==> src/rtl/wb_bus_arbiter_pkg.sv <==
// Shared types and constants for the two-master Wishbone arbiter.
package wb_bus_arbiter_pkg;

  localparam int REG_WIDTH = 32;
  localparam int NM        = 2;

  typedef enum logic [1:0] {
    ARB_IDLE  = 2'b00,
    ARB_OWN   = 2'b01,
    ARB_ABORT = 2'b11
  } arb_state_e;

endpackage

==> src/rtl/wb_arb_watchdog.sv <==
// Per-transfer watchdog: counts stb cycles without ack and flags expiry,
// plus a one-cycle error pulse on entry into abort.
module wb_arb_watchdog #(
  parameter int TIMEOUT = 255
) (
  input  logic clk,
  input  logic rst_n,
  input  logic own_i,
  input  logic stb_i,
  input  logic ack_i,
  input  logic err_i,
  input  logic hold_i,
  output logic expire_o,
  output logic err_o
);

  localparam int          CW    = (TIMEOUT > 0) ? $clog2(TIMEOUT + 1) : 1;
  localparam logic [CW-1:0] LIMIT = CW'(TIMEOUT);
  localparam logic        EN    = (TIMEOUT != 0);

  logic [CW-1:0] cnt_q, cnt_d;
  logic          err_q, err_d;

  // Counter saturates at LIMIT so a stalled owner keeps expire asserted.
  always_comb begin
    cnt_d = cnt_q;
    if (!own_i || ack_i || err_i) cnt_d = '0;
    else if (stb_i && cnt_q != LIMIT) cnt_d = cnt_q + CW'(1);
  end

  assign expire_o = EN && own_i && (cnt_q == LIMIT) && !ack_i;
  assign err_d    = expire_o && hold_i;
  assign err_o    = err_q;

  always_ff @(posedge clk or negedge rst_n) begin
    if (!rst_n) begin
      cnt_q <= '0;
      err_q <= 1'b0;
    end else begin
      cnt_q <= cnt_d;
      err_q <= err_d;
    end
  end

endmodule

==> src/rtl/wb_bus_arbiter.sv <==
// Round-robin arbiter sharing one Wishbone master port between ibus (0)
// and dbus (1); grant held for a whole cyc, watchdog aborts hung transfers.
module wb_bus_arbiter
  import wb_bus_arbiter_pkg::*;
#(
  parameter int AW      = 32,
  parameter int DW      = REG_WIDTH,
  parameter int TIMEOUT = 255
) (
  input  logic                   clk,
  input  logic                   rst_n,
  input  logic [NM-1:0]          m_cyc_i,
  input  logic [NM-1:0]          m_stb_i,
  input  logic [NM-1:0]          m_we_i,
  input  logic [NM-1:0][3:0]     m_sel_i,
  input  logic [NM-1:0][AW-1:0]  m_adr_i,
  input  logic [NM-1:0][DW-1:0]  m_dat_i,
  output logic [DW-1:0]          m_dat_o,
  output logic [NM-1:0]          m_ack_o,
  output logic [NM-1:0]          m_err_o,
  output logic                   s_cyc_o,
  output logic                   s_stb_o,
  output logic                   s_we_o,
  output logic [3:0]             s_sel_o,
  output logic [AW-1:0]          s_adr_o,
  output logic [DW-1:0]          s_dat_o,
  input  logic [DW-1:0]          s_dat_i,
  input  logic                   s_ack_i,
  input  logic                   s_err_i,
  output logic [NM-1:0]          gnt_o
);

  arb_state_e state_q, state_d;
  logic       owner_q, owner_d;
  logic       last_q, last_d;
  logic       winner, own, own_cyc, own_stb;
  logic       expire, err_pulse;

  // On a tie the master not granted last time wins.
  assign winner  = (&m_cyc_i) ? ~last_q : m_cyc_i[1];
  assign own     = (state_q == ARB_OWN);
  assign own_cyc = m_cyc_i[owner_q];
  assign own_stb = m_stb_i[owner_q];

  wb_arb_watchdog #(.TIMEOUT(TIMEOUT)) u_wd (
    .clk      (clk),
    .rst_n    (rst_n),
    .own_i    (own),
    .stb_i    (own_stb),
    .ack_i    (s_ack_i),
    .err_i    (s_err_i),
    .hold_i   (own_cyc),
    .expire_o (expire),
    .err_o    (err_pulse)
  );

  always_comb begin
    state_d = state_q;
    owner_d = owner_q;
    last_d  = last_q;
    s_cyc_o = 1'b0;
    s_stb_o = 1'b0;
    s_we_o  = 1'b0;
    s_sel_o = '0;
    s_adr_o = '0;
    s_dat_o = '0;
    gnt_o   = '0;
    m_ack_o = '0;
    m_err_o = '0;
    m_dat_o = s_dat_i;
    unique case (state_q)
      ARB_IDLE: begin
        if (|m_cyc_i) begin
          owner_d = winner;
          last_d  = winner;
          state_d = ARB_OWN;
        end
      end
      ARB_OWN: begin
        s_cyc_o          = own_cyc;
        s_stb_o          = own_stb;
        s_we_o           = m_we_i[owner_q];
        s_sel_o          = m_sel_i[owner_q];
        s_adr_o          = m_adr_i[owner_q];
        s_dat_o          = m_dat_i[owner_q];
        gnt_o[owner_q]   = 1'b1;
        m_ack_o[owner_q] = s_ack_i;
        m_err_o[owner_q] = s_err_i;
        if (!own_cyc)    state_d = ARB_IDLE;
        else if (expire) state_d = ARB_ABORT;
      end
      ARB_ABORT: begin
        // Bus released; grant held until the owner ends its cycle.
        gnt_o[owner_q]   = 1'b1;
        m_err_o[owner_q] = err_pulse;
        if (!own_cyc) state_d = ARB_IDLE;
      end
      default: state_d = ARB_IDLE;
    endcase
  end

  always_ff @(posedge clk or negedge rst_n) begin
    if (!rst_n) begin
      state_q <= ARB_IDLE;
      owner_q <= 1'b0;
      last_q  <= 1'b1;
    end else begin
      state_q <= state_d;
      owner_q <= owner_d;
      last_q  <= last_d;
    end
  end

endmodule

==> config.mk <==
export PLATFORM = sky130hd
export DESIGN_NAME = wb_bus_arbiter
export DESIGN_NICKNAME = d
export VERILOG_FILES = /design/src/rtl/wb_bus_arbiter_pkg.sv /design/src/rtl/wb_arb_watchdog.sv /design/src/rtl/wb_bus_arbiter.sv
export SDC_FILE = /design/constraint.sdc
export NUM_CORES = 1
export LEC_CHECK = 0
export ABC_AREA = 1
export CORE_AREA = 4 4 109 111
export DETAILED_ROUTE_END_ITERATION = 12
export DIE_AREA = 0 0 113 115
export GPL_TIMING_DRIVEN = 0
export PLACE_DENSITY = 0.65
export SLEW_MARGIN = 20
export SYNTH_ARGS = -nofsm -noshare
export SYNTH_HDL_FRONTEND = slang
export SYNTH_SLANG_ARGS = --single-unit
==> constraint.sdc <==
create_clock -name clk -period 2.9 [get_ports clk]
set_input_delay 0.58 -clock clk [delete_from_list [all_inputs] [get_ports clk]]
set_output_delay 0.58 -clock clk [all_outputs]
set_load 0.02 [all_outputs]
Word level (Yosys, flattened, before mapping)
Index checks and enable logic that the tools add are counted.

Order comparisons: 2. Equality and inequality tests: 7. Bitwise gates (word level): 4. Mux-type cells: 31. Reductions and logical operators: 16. Add/sub/neg operators: 1.

Operator list (count): 32-bit 2-to-1 mux (6); 8-bit 2-to-1 mux (2); 2-bit 2-to-1 mux (6); 4-bit 2-to-1 mux (3); 1-bit 2-to-1 mux (11); 8-bit by 1-bit adder with 8-bit output, second input constant (1); 8-bit equality test, second input constant (1); 8-bit inequality test, second input constant (1); 2-bit bitwise AND (3); 2-bit case mux with 3 select lines (1); 1-bit logical AND (5); 2-bit inequality test, second input constant (2); 2-bit case mux with 2 select lines (1); 2-bit AND reduction (2); 2-bit OR reduction (2); 3-bit inequality test, second input constant (1); 3-bit AND reduction (1); 2-bit by 1-bit equality test with 1-bit output, second input constant (1); 2-bit equality test, second input constant (1); 1-bit logical NOT (2); 2-bit logical NOT (1); 1-bit logical OR (2); 1-bit by 2-bit < comparator with 1-bit output, second input constant (1); 2-bit nonzero test (1); 3 further kinds (3).

Register bits: 13. Bits of input ports: 178. Logic and storage cells: 66. Output and inout port bits: 109.

Longest topological paths before layout
Gate-level depths: netlist of the first run.

Depth after elaboration: 6. Depth in mapped cells: 9. Mapped depth without buffers: 9.

Modules after synthesis
Synthesis of the first run repeated with hierarchy kept, for this count alone.

Cell total of the unflattened synthesis: 386. Area total of the unflattened synthesis: 2163.3 um^2.

By module, submodules not included: wb_bus_arbiter (area an instance 1615.3 um^2, sequential area each 101.3 um^2, instances 1, cells an instance 312); wb_arb_watchdog (area an instance 548.0 um^2, sequential area each 225.2 um^2, instances 1, cells an instance 74).

Worst setup path before layout of the first run
No wires, ideal clock.

Kind: flip-flop to output port. Start point: register owner_q. End point: output s_adr_o[13]. Stages on the path, launching flop included: 6. Setup slack: 1.044 ns. Data arrival time: 1.276 ns. Required time: 2.320 ns. Cells stage by stage: dfrtp_1 buf_2 inv_2 clkbuf_1 nand2_1 a21oi_1.

Cells in the longest elaborated chain, start to end: 3.

RTL lines: from (decl) (RTL line wb_bus_arbiter.sv:34) `logic owner_q, owner_d;`; from (signal assigned) (RTL line wb_bus_arbiter.sv:109) `owner_q <= owner_d;`; 32-bit 2-to-1 mux (not written as such) (2 in series) (RTL line wb_bus_arbiter.sv:84) `s_adr_o = m_adr_i[owner_q];`; 32-bit 2-to-1 mux (RTL line wb_bus_arbiter.sv:71) `unique case (state_q)`; to (decl) (RTL line wb_bus_arbiter.sv:25) `output logic [AW-1:0] s_adr_o,`.

Every way passes these cells. The select of a mux whose other input is x is not followed.

Worst setup path after layout of the first run
Start point: register owner_q. End point: output s_adr_o[29].

Same word-level chain as after synthesis.

==> results of run 1 <==
worst reg2reg max path: stages, from the launching register on:
cell and delay (ps):
dfrtp_1 410, ha_1 230, nand2_2 130, nor2_4 50, a21oi_2 270, nand3_1 110, o21ai_1 100
cells by family after synthesis:
| kind of cell | synth area share (%) |
|---|---|
| AOI/OAI and AO/OA | 19.4 |
| xor gates and xnor gates | 0.861 |
| adders and majority gates | 0.615 |
| buffers and inverters | 20.4 |
| DFF | 16.0 |
| muxes | 0.492 |
| and+or+nand+nor | 42.2 |
cells in the final DEF, fill, tap and decap left out:
| master | count |
|---|---|
| clkdlybuf4s50_1 | 250 |
| nand2_1 | 170 |
| a21oi_1 | 70 |
| buf_4 | 34 |
| buf_2 | 18 |
| nor2_1 | 16 |
| inv_1 | 12 |
| dfrtp_1 | 12 |
| nand3_1 | 10 |
| nand2_2 | 5 |
| dlymetal6s2s_1 | 4 |
| nor3_1 | 3 |
| clkbuf_8 | 3 |
| inv_2 | 2 |
| clkbuf_4 | 2 |
| clkbuf_1 | 2 |
| or2_2 | 2 |
| nor2_4 | 2 |
| nand4_1 | 2 |
| o21ai_0 | 2 |
| xor2_1 | 2 |
| o21ai_1 | 2 |
| clkbuf_2 | 1 |
| o21ai_2 | 1 |
| mux2i_1 | 1 |
| nor3_4 | 1 |
| o21bai_1 | 1 |
| a21oi_2 | 1 |
| ha_1 | 1 |
| dfstp_2 | 1 |
cell type report:
type | instances | area (um^2)
fill | 1104 | 5980
timing repair buffer | 254 | 2550
multi-input combinational | 292 | 1290
buffer | 56 | 369
sequential | 13 | 327
tap | 140 | 175
inverter | 14 | 52.6
clock buffer | 4 | 45.0
flip-flops by register name, summed over array words and instances (netlist names):
| register | cells |
|---|---|
| last_q | 1 |
| owner_q | 1 |
| state_q | 2 |
| u_wd.cnt_q | 8 |
| u_wd.err_o | 1 |
per-stage QoR:
step	cell area, um^2	std cells	hold slack, ps
4_1_cts	4800	773	466
6_report	4810	773	467
2_1_floorplan	2040	375	284
5_1_grt	4810	773	489
3_3_place_gp	4750	769	448
3_5_place_dp	4750	769	456
power groups by stage:
stage                     Clock, mW  Sequential [mW]  Combinational (mW)
after floorplan                   0            0.235                1.63
after global placement            0            0.239                3.13
after detailed placement          0            0.241                3.15
after CTS                     0.166            0.238                3.17
after global routing          0.175            0.242                3.38
final                         0.164            0.239                3.12
metal layers:
layer | vias to the layer above | wire (um) | GRT usage [%]
met5 | - | 0 | 0
met4 | 0 | 263 | 4.09
met3 | 16 | 979 | 3.16
met2 | 158 | 6300 | 31.6
met1 | 1488 | 4880 | 21.4
li1 | 1673 | - | -
how the worst min path moves through the flow:
stage / startpoint / to / slack (ps) / depth (start not counted)
6_report: last_q$_DFFE_PN1P_ / last_q$_DFFE_PN1P_ / 470 / 2
5_1_grt: last_q$_DFFE_PN1P_ / last_q$_DFFE_PN1P_ / 490 / 2
4_1_cts: last_q$_DFFE_PN1P_ / last_q$_DFFE_PN1P_ / 470 / 2
3_5_place_dp: last_q$_DFFE_PN1P_ / last_q$_DFFE_PN1P_ / 460 / 2
3_3_place_gp: last_q$_DFFE_PN1P_ / last_q$_DFFE_PN1P_ / 450 / 2
2_1_floorplan: rst_n / owner_q$_DFFE_PN0P_ / 280 / 0
==> reports/results.ini, run 1 <==
[synthesis]
synth_top_area_share_pct=31.3
synth_top_area_cell=nand2_1
synth_enable_flop_cells=0
netlist_area_um2=2040
syn_area_per_cell_um2=5.43
yosys_warnings=0
synth_seq_area_share_pct=16.0
synth_cell_types=25
synth_common_cells=nand2_1, a21oi_1, buf_4
yosys-top-cells-area=nand2_1, a21oi_1, dfrtp_1
synth.most_common_cell=nand2_1
synthFlopType=dfrtp_1
async_flop_share_pct=100
synth-seq-cells=13
syn-num-nets=554
syn_inst=375

[power]
internal_power_mw=1.64
p_leak_nw=2.12
ir_worst_vdd_mv=0.516
pwr-share-comb_pct=88.6
p_total_mw=3.53
p_per_area_nw_per_um2=733
p_clk_share_pct=4.7
seqPwrFrac_pct=6.8
p_sw_share_pct=53.5
p_switching_mw=1.89

[clocking]
cts_max_path_buffers=2
clock-root-buffer=clkbuf_8
clk_latency_ps=240
ctsResizeCount=0
post_cts_buffers=0
hold_buffers=0
clock_sinks=13
htreeDepth=1
tritoncts=yes
path_clk_slew_ps=60
cts-buffers-inserted=3

[grt]
grt_pass1_vias=3382
grt_usage_pct=17.4
grt_max_degree=14
antenna_found_initial=0
grt_pass1_wl_um=18300
gr-total-overflow=0

[placed_design]
place_ws_ps=245
dp_hpwl_um=10400
gp_congestion=0.884
portBuffers=254

[run]
cap_violations=0

[routing]
viasPerCell=4.31
post_drt_wl_per_cell_um=16.1
dr.pass1.iters=4
dr.first_iter.drc_count=201
drc=0
dr_total_vias=3335
routed_wl_um=12400
final_antenna_net_count=0

[floorplan]
die_h_um=115
ios=287
rows=38
initial_core_util_pct=18.9
die_area_um2=13000
coreArea_um2=10800
die_w_um=113

[timing]
slew_violations=0
relSlewSlack_pct=59.8
layout_setup_ws_ps=107
hold_viol=0
max_freq_mhz=358
period_share_pct=96.3
tns_ps=0
skew_ps=5.62
rsz0062_at_grt=true
fin_crit_ps=2790
setup_viol=0
tightest_slew_ps=601

[setup_path]
start_kind=flop
reg2reg_from=u_wd.cnt_q[1]$_DFFE_PN0P_
path_buf_inv=5
path_depth=7
worst_path_most_repeated_cell=buf_4
max_stage_delay_ps=640
crit_chain=buf_2 > inv_2 > buf_4 > buf_4 > nand2_1 > a21oi_1 > clkdlybuf4s50_1
cp-end-kind=output port
critPathSlowestCell=clkdlybuf4s50_1
cpLargestDelayFamily=buffers and inverters
crit_type=reg -> out
r2r-end=u_wd.cnt_q[0]$_DFFE_PN0P_
rr_worst_depth=6
cp-startpoint=owner_q$_DFFE_PN0P_
r2r_slack_ps=1540
crit_required_ps=2320
arrival_ps=2210
crit_end=s_adr_o[29]
crit_fanout=10

[cells_and_area]
postLayoutCoreUtil_pct=44.6
final_nets=813
diodes=0
drive_gt1_share_pct=11.5
syn_to_final_growth_pct=137

[run_status]
outcome=finished clean

[min_path]
hold_class=reg -> reg

Power figures use the tool's default switching activity.
==> run 2, diff against run 1 <==
CORE_AREA = 4 4 111 113   (was 4 4 109 111)
CTS_CLUSTER_DIAMETER = 200   (was default)
DIE_AREA = 0 0 115 117   (was 0 0 113 115)
PLACE_DENSITY = 0.66   (was 0.65)
clock period = 2.4 ns   (was 2.9 ns; I/O delays follow)
==> run 2 against run 1 <==
Effect of this change:
- design area shrank 0.94%
- clock-buffer cell count is the same
- global-route usage shrank 1.3 points
- setup slack lost 6.5 ps
- via count is essentially flat
- highest routed layer unchanged
- wire length shrank 1.4%
==> reports/results.ini, run 2 (synthesized netlist as in run 1, its figures left out) <==
[run_status]
outcome=finished clean  ; unchanged

[timing]
layout_setup_ws_ps=100  ; was 107 ps
slew_violations=0  ; unchanged
rsz0062_at_grt=false  ; was true
fin_hold_ws_ps=462  ; was 467 ps
fin_crit_ps=2300
setup_viol=0  ; unchanged
skew_ps=1.55  ; was 5.62 ps
max_freq_mhz=435
period_share_pct=95.8
tightest_slew_ps=616  ; was 601 ps
relSlewSlack_pct=58.8  ; was 59.8%
hold_viol=0  ; unchanged

[routing]
dr_total_vias=3332  ; was 3,335
viasPerCell=4.29  ; was 4.31
dr.first_iter.drc_count=240  ; was 201
final_antenna_net_count=0  ; unchanged
routed_wl_um=12200  ; was 12,400 um
dr.pass1.iters=4  ; unchanged
post_drt_wl_per_cell_um=15.8  ; was 16.1 um
drc=0  ; unchanged

[setup_path]
path_depth=7  ; unchanged
cpLargestDelayFamily=buffers and inverters  ; unchanged
cp-end-kind=output port  ; unchanged
path_buf_inv=5  ; unchanged
start_kind=flop  ; unchanged
max_stage_delay_ps=350  ; was 640 ps
crit_chain=buf_2 > inv_4 > buf_4 > buf_6 > nand2_1 > a21oi_2 > clkdlybuf4s15_2  ; was buf_2 > inv_2 > buf_4 > buf_4 > nand2_1 > a21oi_1 > clkdlybuf4s50_1
critPathSlowestCell=dfrtp_1  ; was clkdlybuf4s50_1
arrival_ps=1820  ; was 2210 ps
rr_worst_depth=6  ; unchanged
crit_required_ps=1920  ; was 2320 ps
crit_fanout=10  ; unchanged
crit_type=reg -> out  ; unchanged

[cells_and_area]
final_cell_mix=clkdlybuf4s50_1, nand2_1, a21oi_1  ; unchanged
final_nets=813  ; unchanged
largest_reg_flops=8  ; unchanged
final_common_cell=clkdlybuf4s50_1  ; unchanged
diodes=0  ; unchanged
reg_top3=u_wd.cnt_q (8), state_q (2)  ; unchanged
regMostFlops=u_wd.cnt_q  ; unchanged
syn_to_final_growth_pct=134  ; was 137%
drive_gt1_share_pct=13.1  ; was 11.5%
num-fill-cells=1241  ; was 1,104

[clocking]
clock_sinks=13  ; unchanged
tritoncts=yes  ; unchanged
clock-root-buffer=clkbuf_16  ; was clkbuf_8
clk_latency_ps=240  ; about the same
cts-buffers-inserted=3  ; unchanged
htreeDepth=1  ; unchanged
cts_max_path_buffers=2  ; unchanged
path_clk_slew_ps=40  ; was 60 ps
hold_buffers=0  ; unchanged

[power]
p_leak_nw=2.33  ; was 2.12 nW
ir_worst_vdd_mv=0.486  ; was 0.516 mV
p_per_area_nw_per_um2=852  ; was 733 nW/um^2

[placed_design]
place_ws_ps=-209  ; was 245 ps
dp_hpwl_um=10100  ; was 10,400 um
portBuffers=254  ; unchanged
gp_congestion=0.823  ; was 0.884

[grt]
gr-total-overflow=0  ; unchanged
grt_usage_pct=16.1  ; was 17.4%
antenna_found_initial=0  ; unchanged
grt_max_degree=14  ; unchanged
grt_pass1_wl_um=17300  ; was 18,300 um
grt_pass1_vias=3264  ; was 3,382

[floorplan]
die_w_um=115  ; was 113 um
coreArea_um2=11300  ; was 10,800 um^2
ios=287  ; unchanged
rows=39  ; was 38
die_area_um2=13500  ; was 13,000 um^2
die_h_um=117  ; was 115 um
initial_core_util_pct=18.0  ; was 18.9%

[min_path]
hold_class=reg -> reg  ; unchanged
hold_path_depth=2  ; unchanged

[run]
cap_violations=0  ; unchanged

run 2: cell types whose count changed in the layout (fill, tap and decap cells not counted), sizes merged:
cell and change:
dlymetal6s2s -3, dlygate4sd2 +61, clkdlybuf4s50 -71, clkdlybuf4s15 +9, clkbuf +3, buf +1
run 2: what timing repair did:
item | 4_1_cts | 5_1_grt
endpoints found under the setup margin | 74 | 13
resized for setup | 91 | 14
buffers inserted | 0 | 0
pin swaps | 0 | 0
run 2: path summary, 6_finish.rpt:
check / slack, ps / end / startpoint
max: 100 / s_sel_o[0] / owner_q$_DFFE_PN0P_
min: 460 / last_q$_DFFE_PN1P_ / last_q$_DFFE_PN1P_
max reg2reg: 1010 / u_wd.cnt_q[3]$_DFFE_PN0P_ / u_wd.cnt_q[1]$_DFFE_PN0P_
min reg2reg: 460 / last_q$_DFFE_PN1P_ / last_q$_DFFE_PN1P_
max in group asynchronous: 1370 / u_wd.cnt_q[0]$_DFFE_PN0P_ / rst_n
min in group asynchronous: 630 / u_wd.cnt_q[6]$_DFFE_PN0P_ / rst_n
run 2: final cells by class:
type                       count  area, um^2  share of cell area, %
tap                          143         179                   3.75
timing repair buffer         254        2450                   51.4
sequential                    13         327                   6.85
buffer                        56         379                   7.95
inverter                      14        55.1                   1.15
multi-input combinational    292        1300                   27.2
clock buffer                   4        78.8                   1.65
run 2: where the power goes:
group | internal (mW) | switching, mW | leakage [nW] | total, mW
logic | 1.29 | 2.18 | 2.12 | 3.46
registers | 0.261 | 0.0269 | 0.173 | 0.287
clock network | 0.224 | 0.0881 | 0.0382 | 0.312
run 2: metrics by stage:
| step | power (mW) | setup TNS, ps | area, um^2 | std cells | util, % |
|---|---|---|---|---|---|
| finish | 4.06 | 0 | 4770 | 776 | 42.1 |
| global route | 4.39 | 0 | 4770 | 776 | 42.1 |
| CTS | 4.12 | 0 | 4770 | 776 | 42.2 |
| detailed placement | 4.11 | -2150 | 4760 | 772 | 42.0 |
| global placement | 4.09 | -1690 | 4760 | 772 | 42.0 |
| floorplan | 2.25 | 0 | 2040 | 375 | - |
run 2: routing by layer:
metal	global-route usage [%]	part of all wire, %
met3	2.01	6.9
met2	29.3	52
met1	20.5	40
met4	2.97	1.1
met5	0	0
run 2: tightest hold or removal path, cell delays in order (launching register included):
cell     delay [ps]
dfstp_2         360
nand2_1          50
nand2_1          40
==> run 3, diff against run 2 <==
CORE_AREA = 4 4 110 112   (was 4 4 111 113)
CTS_BUF_LIST = sky130_fd_sc_hd__clkbuf_8 sky130_fd_sc_hd__clkbuf_16   (was default)
DIE_AREA = 0 0 114 116   (was 0 0 115 117)
PLACE_DENSITY = default   (was 0.66)
clock period = 2.6 ns   (was 2.4 ns; I/O delays follow)
==> run 3 against run 2 <==
Effect of this change:
- die area fell by 1.7%
- cell count stayed put
- flip-flop and latch count is the same
- highest routed layer unchanged
- clock power decreased by 5%
- critical path depth is 3 lower
- utilization up 1.2 points
- via count fell by 0.30%
- critical path type is now in -> out
- largest power group unchanged
==> reports/results.ini, run 3 (synthesized netlist as in run 1, its figures left out) <==
[run_status]
outcome=finished clean  ; unchanged

[routing]
routed_wl_um=12400  ; was 12,200 um
viasPerCell=4.28  ; was 4.29
dr.first_iter.drc_count=227  ; was 240
drc=0  ; unchanged
dr.pass1.iters=4  ; unchanged
post_drt_wl_per_cell_um=16.0  ; was 15.8 um
dr_total_vias=3322  ; was 3,332
final_antenna_net_count=0  ; unchanged

[floorplan]
ios=287  ; unchanged
coreArea_um2=11200  ; was 11,300 um^2
die_w_um=114  ; was 115 um
die_h_um=116  ; was 117 um
rows=39  ; unchanged
die_area_um2=13200  ; was 13,500 um^2
initial_core_util_pct=18.1  ; was 18.0%

[clocking]
htreeDepth=1  ; unchanged
path_clk_slew_ps=50  ; was 40 ps
clock_sinks=13  ; unchanged
cts-buffers-inserted=3  ; unchanged
tritoncts=yes  ; unchanged
clock-root-buffer=clkbuf_16  ; unchanged
post_cts_buffers=0  ; unchanged
clk_latency_ps=250  ; was 240 ps
cts_max_path_buffers=2  ; unchanged

[power]
ir_worst_vdd_mv=0.497  ; was 0.486 mV
seqPwrFrac_pct=6.9  ; was 7.1%
p_clk_share_pct=7.7  ; about the same
p_leak_nw=2.65  ; was 2.33 nW
p_per_area_nw_per_um2=789  ; was 852 nW/um^2
p_total_mw=3.84  ; was 4.06 mW
pwr-share-comb_pct=85.4  ; was 85.3%
internal_power_mw=1.72  ; was 1.77 mW
p_switching_mw=2.12  ; was 2.29 mW
p_sw_share_pct=55.3  ; was 56.5%

[placed_design]
dpl_cell_area_um2=4760  ; unchanged
gp_congestion=0.838  ; was 0.823
dp_hpwl_um=10200  ; was 10,100 um
portBuffers=254  ; unchanged

[setup_path]
crit_chain=clkdlybuf4s50_1 > inv_1 > nor3_1 > clkdlybuf4s50_1  ; was buf_2 > inv_4 > buf_4 > buf_6 > nand2_1 > a21oi_2 > clkdlybuf4s15_2
reg2reg_from=u_wd.cnt_q[1]$_DFFE_PN0P_  ; unchanged
cp-startpoint=s_ack_i  ; was owner_q$_DFFE_PN0P_
crit_type=in -> out  ; was reg -> out
crit_fanout=3  ; was 10
critPathSlowestCell=clkdlybuf4s50_1  ; was dfrtp_1
crit_required_ps=2080  ; was 1920 ps
arrival_ps=2010  ; was 1820 ps
cpLargestDelayFamily=buffers and inverters  ; unchanged
r2r_slack_ps=1200  ; was 1010 ps
start_kind=input port  ; was flop
worst_path_most_repeated_cell=clkdlybuf4s50_1
max_stage_delay_ps=650  ; was 350 ps
cp-end-kind=output port  ; unchanged
path_buf_inv=3  ; was 5

[cells_and_area]
final_common_cell=clkdlybuf4s50_1  ; unchanged
largest_reg_flops=8  ; unchanged
regMostFlops=u_wd.cnt_q  ; unchanged
final_cell_area_um2=4860  ; was 4770 um^2
postLayoutCoreUtil_pct=43.3  ; was 42.1%
syn_to_final_growth_pct=139  ; was 134%
diodes=0  ; unchanged
final_nets=813  ; unchanged
drive_gt1_share_pct=11.5  ; was 13.1%
final_cell_mix=clkdlybuf4s50_1, nand2_1, a21oi_1  ; unchanged
reg_top3=u_wd.cnt_q (8), state_q (2)  ; unchanged
num-fill-cells=1198  ; was 1,241

[timing]
max_freq_mhz=395
tns_ps=0  ; unchanged
setup_viol=0  ; unchanged
rsz0062_at_grt=true  ; was false
skew_ps=2.22  ; was 1.55 ps
period_share_pct=97.3
slew_violations=0  ; unchanged
hold_viol=0  ; unchanged
tightest_slew_ps=619  ; was 616 ps
fin_crit_ps=2530
relSlewSlack_pct=58.6  ; was 58.8%

[grt]
grt_max_degree=14  ; unchanged
grt_usage_pct=16.8  ; was 16.1%
antenna_found_initial=0  ; unchanged
grt_pass1_wl_um=17700  ; was 17,300 um
gr-total-overflow=0  ; unchanged
grt_pass1_vias=3134  ; was 3,264

[min_path]
worstHoldStart=last_q$_DFFE_PN1P_  ; unchanged
hold_class=reg -> reg  ; unchanged

[run]
cap_violations=0  ; unchanged

## run 3: path summary, 6_finish.rpt
| check | depth (start not counted) | to |
|---|---|---|
| min | 2 | last_q$_DFFE_PN1P_ |
| min reg2reg | 2 | last_q$_DFFE_PN1P_ |
| max | 4 | m_ack_o[0] |
| max in group asynchronous | 1 | u_wd.cnt_q[3]$_DFFE_PN0P_ |
| max reg2reg | 6 | u_wd.cnt_q[0]$_DFFE_PN0P_ |
| min in group asynchronous | 1 | u_wd.err_o$_DFF_PN0_ |
## run 3: power groups by stage
stage	combinational (mW)	clock [mW]	sequential [mW]
floorplan	1.82	0	0.262
global route	3.57	0.306	0.269
CTS	3.36	0.302	0.265
detailed placement	3.53	0	0.267
global placement	3.52	0	0.266
finish	3.28	0.297	0.264
## run 3: layout make-up
cell class	instances	area (um^2)	share of cell area (%)
plain buffers	56	377	7.75
clock buffers	3	75.1	1.54
clock inverters	1	3.75	0.0772
inverters	14	55.1	1.13
multi-input cells	292	1290	26.6
flip-flops and latches	13	327	6.72
well taps	143	179	3.68
repair buffers	254	2550	52.5
## run 3: per-layer routing
| metal | GRT usage (%) | share of wire, % | wire length [um] | up-vias |
|---|---|---|---|---|
| li1 | - | - | - | 1670 |
| met1 | 20.6 | 40 | 4970 | 1503 |
| met2 | 30.5 | 52 | 6440 | 137 |
| met3 | 2.87 | 7.0 | 866 | 12 |
| met4 | 3.72 | 1.3 | 158 | 0 |
| met5 | 0 | 0 | 0 | - |
## run 3: metrics by stage
stage,cells,setup slack (ps),hold WS [ps]
CTS,776,1.05,475
global route,776,-25.0,497
global placement,772,-5.27,453
detailed placement,772,-1.76,469
finish,776,70.0,470
floorplan,375,804,224
## run 3: repair_timing
| action | CTS | global route |
|---|---|---|
| pin swaps | 0 | 0 |
| hold buffers | 0 | 0 |
| setup endpoints to repair | 69 | 28 |
| resized for setup | 48 | 29 |
## run 3: worst register-to-register path, delay by kind of cell (launching register included)
kind | cells | cell delay [ps]
adder cells (fa/ha/maj) | 1 | 230
AO/OA/AOI/OAI | 2 | 380
AND/OR/NAND/NOR | 3 | 310
flip-flops | 1 | 410
